--- src/rtl/a1339_spi_responder.sv ---
// SPI mode-3 responder that emulates an A1339 angle sensor: register reads, zero-offset writes,
// and a response pipelined one frame behind the command that produced it.
module a1339_spi_responder #(
    parameter int          SYNC_STAGES = 2,
    parameter logic [15:0] ID_VALUE    = 16'h1339
) (
    input  logic        clock,
    input  logic        reset,
    input  logic        sck_i,
    input  logic        ss_n_i,
    input  logic        mosi_i,
    output logic        miso_o,
    output logic        miso_oe_o,
    input  logic [11:0] angle_i,
    input  logic [11:0] turns_i,
    output logic [11:0] zero_offset_o,
    output logic        frame_done_o,
    output logic        frame_error_o
);

    typedef enum logic [1:0] {IDLE, ACTIVE, DRAIN} state_t;

    state_t                 r_state, w_next;
    logic [SYNC_STAGES-1:0] r_sck_sync, r_ss_sync, r_mosi_sync;
    logic                   r_sck_d, r_ss_d;
    logic [SYNC_STAGES:0]   r_vld;
    logic                   r_armed;
    logic [4:0]             r_cnt;
    logic [15:0]            r_tx, r_rx, r_pending;
    logic [11:0]            r_offset;
    logic                   r_decode;

    logic        w_sck, w_ss, w_mosi;
    logic        w_sck_rise, w_sck_fall, w_ss_rise, w_ss_fall;
    logic        w_load, w_err, w_last;
    logic [11:0] w_angle_rel;

    always_ff @(posedge clock) begin
        if (reset) begin
            r_sck_sync  <= '1;
            r_ss_sync   <= '1;
            r_mosi_sync <= '0;
            r_sck_d     <= 1'b1;
            r_ss_d      <= 1'b1;
        end else begin
            r_sck_sync[0]  <= sck_i;
            r_ss_sync[0]   <= ss_n_i;
            r_mosi_sync[0] <= mosi_i;
            for (int i = 1; i < SYNC_STAGES; i++) begin
                r_sck_sync[i]  <= r_sck_sync[i-1];
                r_ss_sync[i]   <= r_ss_sync[i-1];
                r_mosi_sync[i] <= r_mosi_sync[i-1];
            end
            r_sck_d <= w_sck;
            r_ss_d  <= w_ss;
        end
    end

    assign w_sck      = r_sck_sync[SYNC_STAGES-1];
    assign w_ss       = r_ss_sync[SYNC_STAGES-1];
    assign w_mosi     = r_mosi_sync[SYNC_STAGES-1];
    assign w_sck_rise = w_sck & ~r_sck_d;
    assign w_sck_fall = ~w_sck & r_sck_d;
    assign w_ss_rise  = w_ss & ~r_ss_d;
    assign w_ss_fall  = ~w_ss & r_ss_d;

    assign w_load = (r_state == IDLE) && w_ss_fall && r_armed;
    assign w_err  = (r_state == ACTIVE) && w_ss_rise;
    assign w_last = (r_state == ACTIVE) && !w_ss_rise && w_sck_rise && (r_cnt == 5'd15);

    always_comb begin
        w_next = r_state;
        case (r_state)
            IDLE:    if (w_load) w_next = ACTIVE;
            ACTIVE:  if (w_ss_rise) w_next = IDLE;
                     else if (w_last) w_next = DRAIN;
            DRAIN:   if (w_ss_rise) w_next = IDLE;
            default: w_next = IDLE;
        endcase
    end

    always_ff @(posedge clock) begin
        if (reset) r_state <= IDLE;
        else       r_state <= w_next;
    end

    assign w_angle_rel = angle_i - r_offset;

    always_ff @(posedge clock) begin
        if (reset) begin
            r_vld         <= '0;
            r_armed       <= 1'b0;
            r_cnt         <= '0;
            r_tx          <= '0;
            r_rx          <= '0;
            r_pending     <= 16'hFFFF;
            r_offset      <= '0;
            r_decode      <= 1'b0;
            frame_done_o  <= 1'b0;
            frame_error_o <= 1'b0;
        end else begin
            // Arm only once the synchronizer holds real pin samples and ss_n is high,
            // so a frame cut by reset is never picked up halfway through.
            r_vld <= {r_vld[SYNC_STAGES-1:0], 1'b1};
            if (r_vld[SYNC_STAGES] && r_ss_d) r_armed <= 1'b1;
            frame_done_o  <= 1'b0;
            frame_error_o <= w_err;
            r_decode      <= w_last;
            if (w_load) begin
                r_cnt <= '0;
                r_tx  <= r_pending;
            end else if (r_state == ACTIVE && !w_ss_rise) begin
                // Bit 15 is already on miso after the load, so the first falling edge keeps it.
                if (w_sck_fall && r_cnt != 5'd0) r_tx <= {r_tx[14:0], 1'b0};
                if (w_sck_rise) begin
                    r_rx  <= {r_rx[14:0], w_mosi};
                    r_cnt <= r_cnt + 5'd1;
                end
            end
            if (r_decode) begin
                frame_done_o <= 1'b1;
                if (r_rx[15]) begin
                    if (r_rx[14:8] == 7'h1E) r_offset[7:0]  <= r_rx[7:0];
                    if (r_rx[14:8] == 7'h1F) r_offset[11:8] <= r_rx[3:0];
                    r_pending <= 16'h0000;
                end else begin
                    case (r_rx[14:8])
                        7'h20:   r_pending <= {~^w_angle_rel, 3'b000, w_angle_rel};
                        7'h28:   r_pending <= {~^turns_i, 3'b000, turns_i};
                        7'h7F:   r_pending <= ID_VALUE;
                        default: r_pending <= 16'hFFFF;
                    endcase
                end
            end
        end
    end

    assign miso_o        = (r_state == DRAIN) ? 1'b0 : r_tx[15];
    assign miso_oe_o     = ~w_ss;
    assign zero_offset_o = r_offset;

endmodule

--- config.mk ---
export PLATFORM = sky130hd
export DESIGN_NAME = a1339_spi_responder
export DESIGN_NICKNAME = d
export VERILOG_FILES = /design/src/rtl/a1339_spi_responder.sv
export SDC_FILE = /design/constraint.sdc
export NUM_CORES = 1
export LEC_CHECK = 0
export BUFFER_PORTS_ARGS = -buffer_cell sky130_fd_sc_hd__buf_2
export CAP_MARGIN = 15
export CORE_ASPECT_RATIO = 1.4
export CORE_MARGIN = 1
export CORE_UTILIZATION = 58
export DETAILED_ROUTE_END_ITERATION = 10
export HOLD_SLACK_MARGIN = 0.12
export PLACE_DENSITY_LB_ADDON = 0.12
export SETUP_SLACK_MARGIN = 0.1
export SYNTH_ARGS = -nofsm -noshare
export SYNTH_HDL_FRONTEND = slang
export SYNTH_SLANG_ARGS = --single-unit
--- constraint.sdc ---
create_clock -name clock -period 4.1 [get_ports clock]
set_clock_uncertainty 0.05 [all_clocks]
set_input_delay 1.025 -clock clock [delete_from_list [all_inputs] [get_ports clock]]
set_output_delay 1.025 -clock clock [all_outputs]
set_load 0.01 [all_outputs]
Word-level counts from Yosys, hierarchy flattened
Index checks and enable logic that the tools add are counted.

Register bits: 82. Input port bits: 29. Output and inout bits: 16. Word-level logic and storage cells: 75.

Add/sub/neg operators: 2. Equal/unequal tests: 11. Muxes and demuxes: 13. Bitwise gates (word level): 9. Reduce and logical (&&, ||, !) cells: 22.

Operator list (number): 2-to-1 mux 16 bit (4); case mux 16 bit (3 select lines) (1); XNOR reduction 12 bit (2); equality test 7 x 5 -> 1 bit (second input constant) (2); equality test 7 x 6 -> 1 bit (second input constant) (2); AND reduction 3 bit (4); subtractor 12 bit (1); logical AND 1 bit (8); 2-to-1 mux 2 bit (4); equality test 7 bit (second input constant) (1); case mux 2 bit (3 select lines) (1); adder 5 x 1 -> 5 bit (second input constant) (1); equality test 5 x 4 -> 1 bit (second input constant) (1); inverter 1 bit (5); nonzero test 5 bit (1); bitwise AND 1 bit (4); inequality test 2 bit (second input constant) (2); AND reduction 2 bit (2); nonzero test 2 bit (2); 2-to-1 mux 1 bit (3); inequality test 3 bit (second input constant) (1); equality test 2 x 1 -> 1 bit (second input constant) (1); equality test 2 bit (second input constant) (1); logical NOT 2 bit (1); other kinds (2) (2).

Longest topological paths before layout
Depth in word-level cells: 9. Gate-level depth with buffers: 12.

Worst setup path before layout
Ideal clock, no wire load.

Path type: input to register. From: in angle_i[0]. To: reg r_pending[15]. Setup time: 0.084 ns. Data arrival time: 3.405 ns. Data required time: 3.966 ns. Path slack: 0.561 ns. Cell stages on the path: 12. Path buffers: 0. Cells stage by stage: inv_1 ha_1 inv_1 fa_1 a21oi_1 inv_1 a21oi_1 xnor2_1 xnor3_1 xnor3_1 xnor3_1 o31ai_2.

Cells in the longest elaborated chain, start to end: 4.

RTL lines: start, declared (RTL line 14) `input logic [11:0] angle_i,`; subtractor 12 bit (RTL line 87) `assign w_angle_rel = angle_i - r_offset;`; XNOR reduction 12 bit (RTL line 128) `7'h20: r_pending <= {~^w_angle_rel, 3'b000, w_angle_rel};`; case mux 16 bit (3 select lines) (RTL line 127) `case (r_rx[14:8])`; 2-to-1 mux 16 bit (RTL line 122) `if (r_rx[15]) begin`; end signal, assigned (RTL line 128); end signal, assigned (RTL line 129) `7'h28: r_pending <= {~^turns_i, 3'b000, turns_i};`; end, declared (RTL line 29) `logic [15:0] r_tx, r_rx, r_pending;`.

Every way passes these cells. A chain may end at the register's enable or synchronous reset.

Final worst setup path
Ends and elaborated chain as after synthesis.

==> flow_metrics.env <==
export IMPL_met2_wirelength_mm=4.13
export IMPL_die_area_sq_um=7150
export IMPL_post_cts_setup_buffers=0
export IMPL_register_area_sq_um=1620
export IMPL_layout_net_count=541
export IMPL_multiInputGateArea_sq_um=2170
export IMPL_synthSimpleGateAreaFrac=0.180
export IMPL_pre_cts_ws_ns=0.261
export IMPL_die_x_um=71.8
export IMPL_stdcell_area_sq_um=4400
export IMPL_yosys_warnings=0
export IMPL_final_min_period_over_clock_period=0.852
export IMPL_synth_mux_area_frac=0.0586
export IMPL_die_y_um=99.7
export IMPL_detail_route_vias_per_cell=5.60
export IMPL_synth_most_common_cell="sky130_fd_sc_hd__dfxtp_1"
export IMPL_synth_top_cells_by_count="81 x sky130_fd_sc_hd__dfxtp_1, 69 x sky130_fd_sc_hd__nand2_1, 47 x sky130_fd_sc_hd__a21oi_1, 35 x sky130_fd_sc_hd__nor2_1, 24 x sky130_fd_sc_hd__inv_1"
export IMPL_fp_row_count=35
export IMPL_clkTransAtPathRegs_ns=0.09
export IMPL_cts_tree="yes"
export IMPL_global_route_wire_length_before_repair_mm=14.0
export IMPL_reported_leakage_power_uw=0.00160
export IMPL_detailed_place_hpwl_mm=6.04
export IMPL_final_setup_tns_ns=0
export IMPL_root_buffer="sky130_fd_sc_hd__clkbuf_8"
export IMPL_insertion_delay_to_the_later_sink_of_the_worst_skew_pair_ns=0.35
export IMPL_cts_sinks=81
export IMPL_floorplan_core_area_sq_um=6570
export IMPL_max_cap_violations=0
export IMPL_first_global_vias=3133
export IMPL_postCtsHoldBufs=0
export IMPL_num_antenna_cells=0
export IMPL_post_route_min_period_ns=3.49
export IMPL_synth_fp_nets=506
export IMPL_power_density_nw_per_um2=344
export IMPL_synth_compound_gate_area_share=0.180
export IMPL_synth_async_sr_flop_share=0
export IMPL_maxSlewHeadroom=0.391
export IMPL_synth_top_cells_by_area="sky130_fd_sc_hd__dfxtp_1 41%, sky130_fd_sc_hd__nand2_1 6.6%, sky130_fd_sc_hd__a21oi_1 6.0%"
export IMPL_start_kind="input port"
export IMPL_grt_start_max_net_pins=44
export IMPL_synthAdderAreaFrac=0.0494
export IMPL_dr_first_iter_drc_count=136
export IMPL_wl_mm=8.15
export IMPL_slew_violations=0
export IMPL_ir_worst_vdd_mv=0.237
export IMPL_syn_area_sq_um=3950
export IMPL_globalplace_congestion=0.800
export IMPL_postLayoutSetupSlackWorst_ns=0.606
export IMPL_actual_transition_at_the_worst_max_transition_pin_ns=0.914
export IMPL_routed_top_layer="met4"
export IMPL_grt_overflow_total=0
export IMPL_rsz_0062_raised_after_global_routing="false"
export IMPL_final_hold_violation_count=0
export IMPL_synth_xor_area_frac=0.0747
export IMPL_synth_top_family_by_area="simple AND/OR/NAND/NOR gates"
export IMPL_synthFlopType="sky130_fd_sc_hd__dfxtp_1"
export IMPL_drt_pass1_iterations=4
export IMPL_synthToLayoutAreaGrowth_pct=11.3
export IMPL_synth_largest_area_cell="sky130_fd_sc_hd__dfxtp_1"
export IMPL_setup_worst_path_class="in -> reg"
export IMPL_average_footprint_of_a_synthesized_cell_sq_um=8.55
export IMPL_cts_repair_resize_count=0
export IMPL_postRouteAntennaNets=0
export IMPL_status="finished clean"
export IMPL_met3WireLength_um=228
export IMPL_grt_antenna_before_repair=0
export IMPL_route_vias_total=3225
export IMPL_floorplan_initialDensity=0.602
export IMPL_drc=0
export IMPL_yosysUniqueCellTypes=50
export IMPL_setup_violations=0
export IMPL_fmax_mhz=286
export IMPL_crit_fanout=2
export IMPL_cp_required_ns=4.32
export IMPL_synthDominantCellAreaShare=0.410
export IMPL_clock_tree_htree_level_count=3
export IMPL_syn_inst_count=462
export IMPL_port_buffers=44
export IMPL_cts_buffers_inserted=9
export IMPL_synth_yosys_seq_area_share=0.410
export IMPL_critPathArrivalTime_ns=3.71
export IMPL_placedInstanceArea_sq_um=4220
export IMPL_deepest_clock_path_buffer_count=2
export IMPL_num_io_pins=45
export IMPL_number_of_enable_type_register_cells_in_the_synthesized_netlist=0
export IMPL_routed_wire_length_per_instance_um=14.1
export IMPL_m1WireLength_mm=3.63
export IMPL_postSynthRegisterBits=81
export IMPL_grt_use_total=0.247
export IMPL_critPathCaptureType="flip-flop"
export IMPL_drive_above_1_share=0.149
export IMPL_fillCellCount=571
export IMPL_hold_removal_path_class="reg -> reg"
## metrics by stage
| stage | hold slack (ns) | power (uW) | utilization | instances |
|---|---|---|---|---|
| after CTS | 0.368 | 1530 | 0.670 | 576 |
| after global routing | 0.389 | 1590 | 0.670 | 576 |
| after detailed placement | 0.345 | 1010 | 0.642 | 560 |
| after floorplan | 0.339 | 966 | - | 462 |
| final | 0.367 | 1510 | 0.670 | 576 |
| after global placement | 0.344 | 1000 | 0.642 | 560 |
## routing by layer
| layer | up-vias | track usage |
|---|---|---|
| met3 | 12 | 0.0385 |
| met4 | 0 | 0.101 |
| met2 | 61 | 0.433 |
| met1 | 1472 | 0.298 |
| met5 | - | 0 |
| li1 | 1680 | - |
## cell usage in the layout (no fill, tap or decap), types with 7 or more instances in the layout
master,n
sky130_fd_sc_hd__ha_1,14
sky130_fd_sc_hd__a211oi_1,18
sky130_fd_sc_hd__dfxtp_1,81
sky130_fd_sc_hd__o21ai_0,14
sky130_fd_sc_hd__buf_2,44
sky130_fd_sc_hd__xnor2_1,18
sky130_fd_sc_hd__a21oi_1,47
sky130_fd_sc_hd__a221o_1,7
sky130_fd_sc_hd__xor2_1,8
sky130_fd_sc_hd__nand2_1,69
sky130_fd_sc_hd__inv_1,24
sky130_fd_sc_hd__nor3_1,10
sky130_fd_sc_hd__clkbuf_8,9
sky130_fd_sc_hd__nor2_1,35
sky130_fd_sc_hd__mux2i_1,22
sky130_fd_sc_hd__nand3_1,10
## logic make-up (layout without fill, tap and decap cells)
group / Yosys count / in the layout
adders and majority gates: 15 / 15
muxes: 23 / 23
and+or+nand+nor: 157 / 157
DFF: 81 / 81
AOI/OAI and AO/OA: 108 / 108
xor gates and xnor gates: 29 / 29
buffers and inverters: 49 / 89
## registers in the layout, indices dropped and copies added (netlist names), 3 cells and up
| name | count |
|---|---|
| r_cnt | 5 |
| zero_offset_o | 12 |
| r_tx | 16 |
| r_pending | 15 |
| r_vld | 3 |
| r_rx | 16 |
## final cells by class
cell class / count / share of cell area
repair buffers: 47 / 0.0552
clock buffers: 10 / 0.0290
clock inverters: 6 / 0.0117
flip-flops and latches: 81 / 0.369
inverters: 26 / 0.0222
multi-input cells: 332 / 0.492
well taps: 74 / 0.0210
## worst max-delay path, stage by stage
cell and delay, ns:
sky130_fd_sc_hd__buf_2 0.09, sky130_fd_sc_hd__inv_1 0.05, sky130_fd_sc_hd__ha_1 0.15, sky130_fd_sc_hd__inv_1 0.05, sky130_fd_sc_hd__fa_1 0.40, sky130_fd_sc_hd__a21oi_1 0.20
sky130_fd_sc_hd__inv_1 0.06, sky130_fd_sc_hd__a21oi_1 0.18, sky130_fd_sc_hd__xnor2_1 0.19, sky130_fd_sc_hd__xnor3_1 0.36, sky130_fd_sc_hd__xnor3_1 0.37, sky130_fd_sc_hd__xnor3_1 0.39
sky130_fd_sc_hd__o31ai_2 0.19
## power breakdown
group	switching [uW]	total, uW	internal (uW)	leakage (uW)
Clock	301	528	227	0.0000810
Sequential	3.30	797	793	0.000656
Combinational	85.0	191	106	0.000867
Total	389	1510	1130	0.00160
## worst paths after layout
| path | cells after the start | endpoint | slack (ns) | start |
|---|---|---|---|---|
| hold reg to reg | 1 | r_sck_sync[1] | 0.37 | r_sck_sync[0] |
| setup / recovery | 13 | r_pending[15] | 0.61 | angle_i[0] |
| setup reg to reg | 11 | r_pending[15] | 1.00 | zero_offset_o[0] |
| hold / removal | 1 | r_sck_sync[1] | 0.37 | r_sck_sync[0] |
No activity file was read; power rests on OpenSTA's default activity.
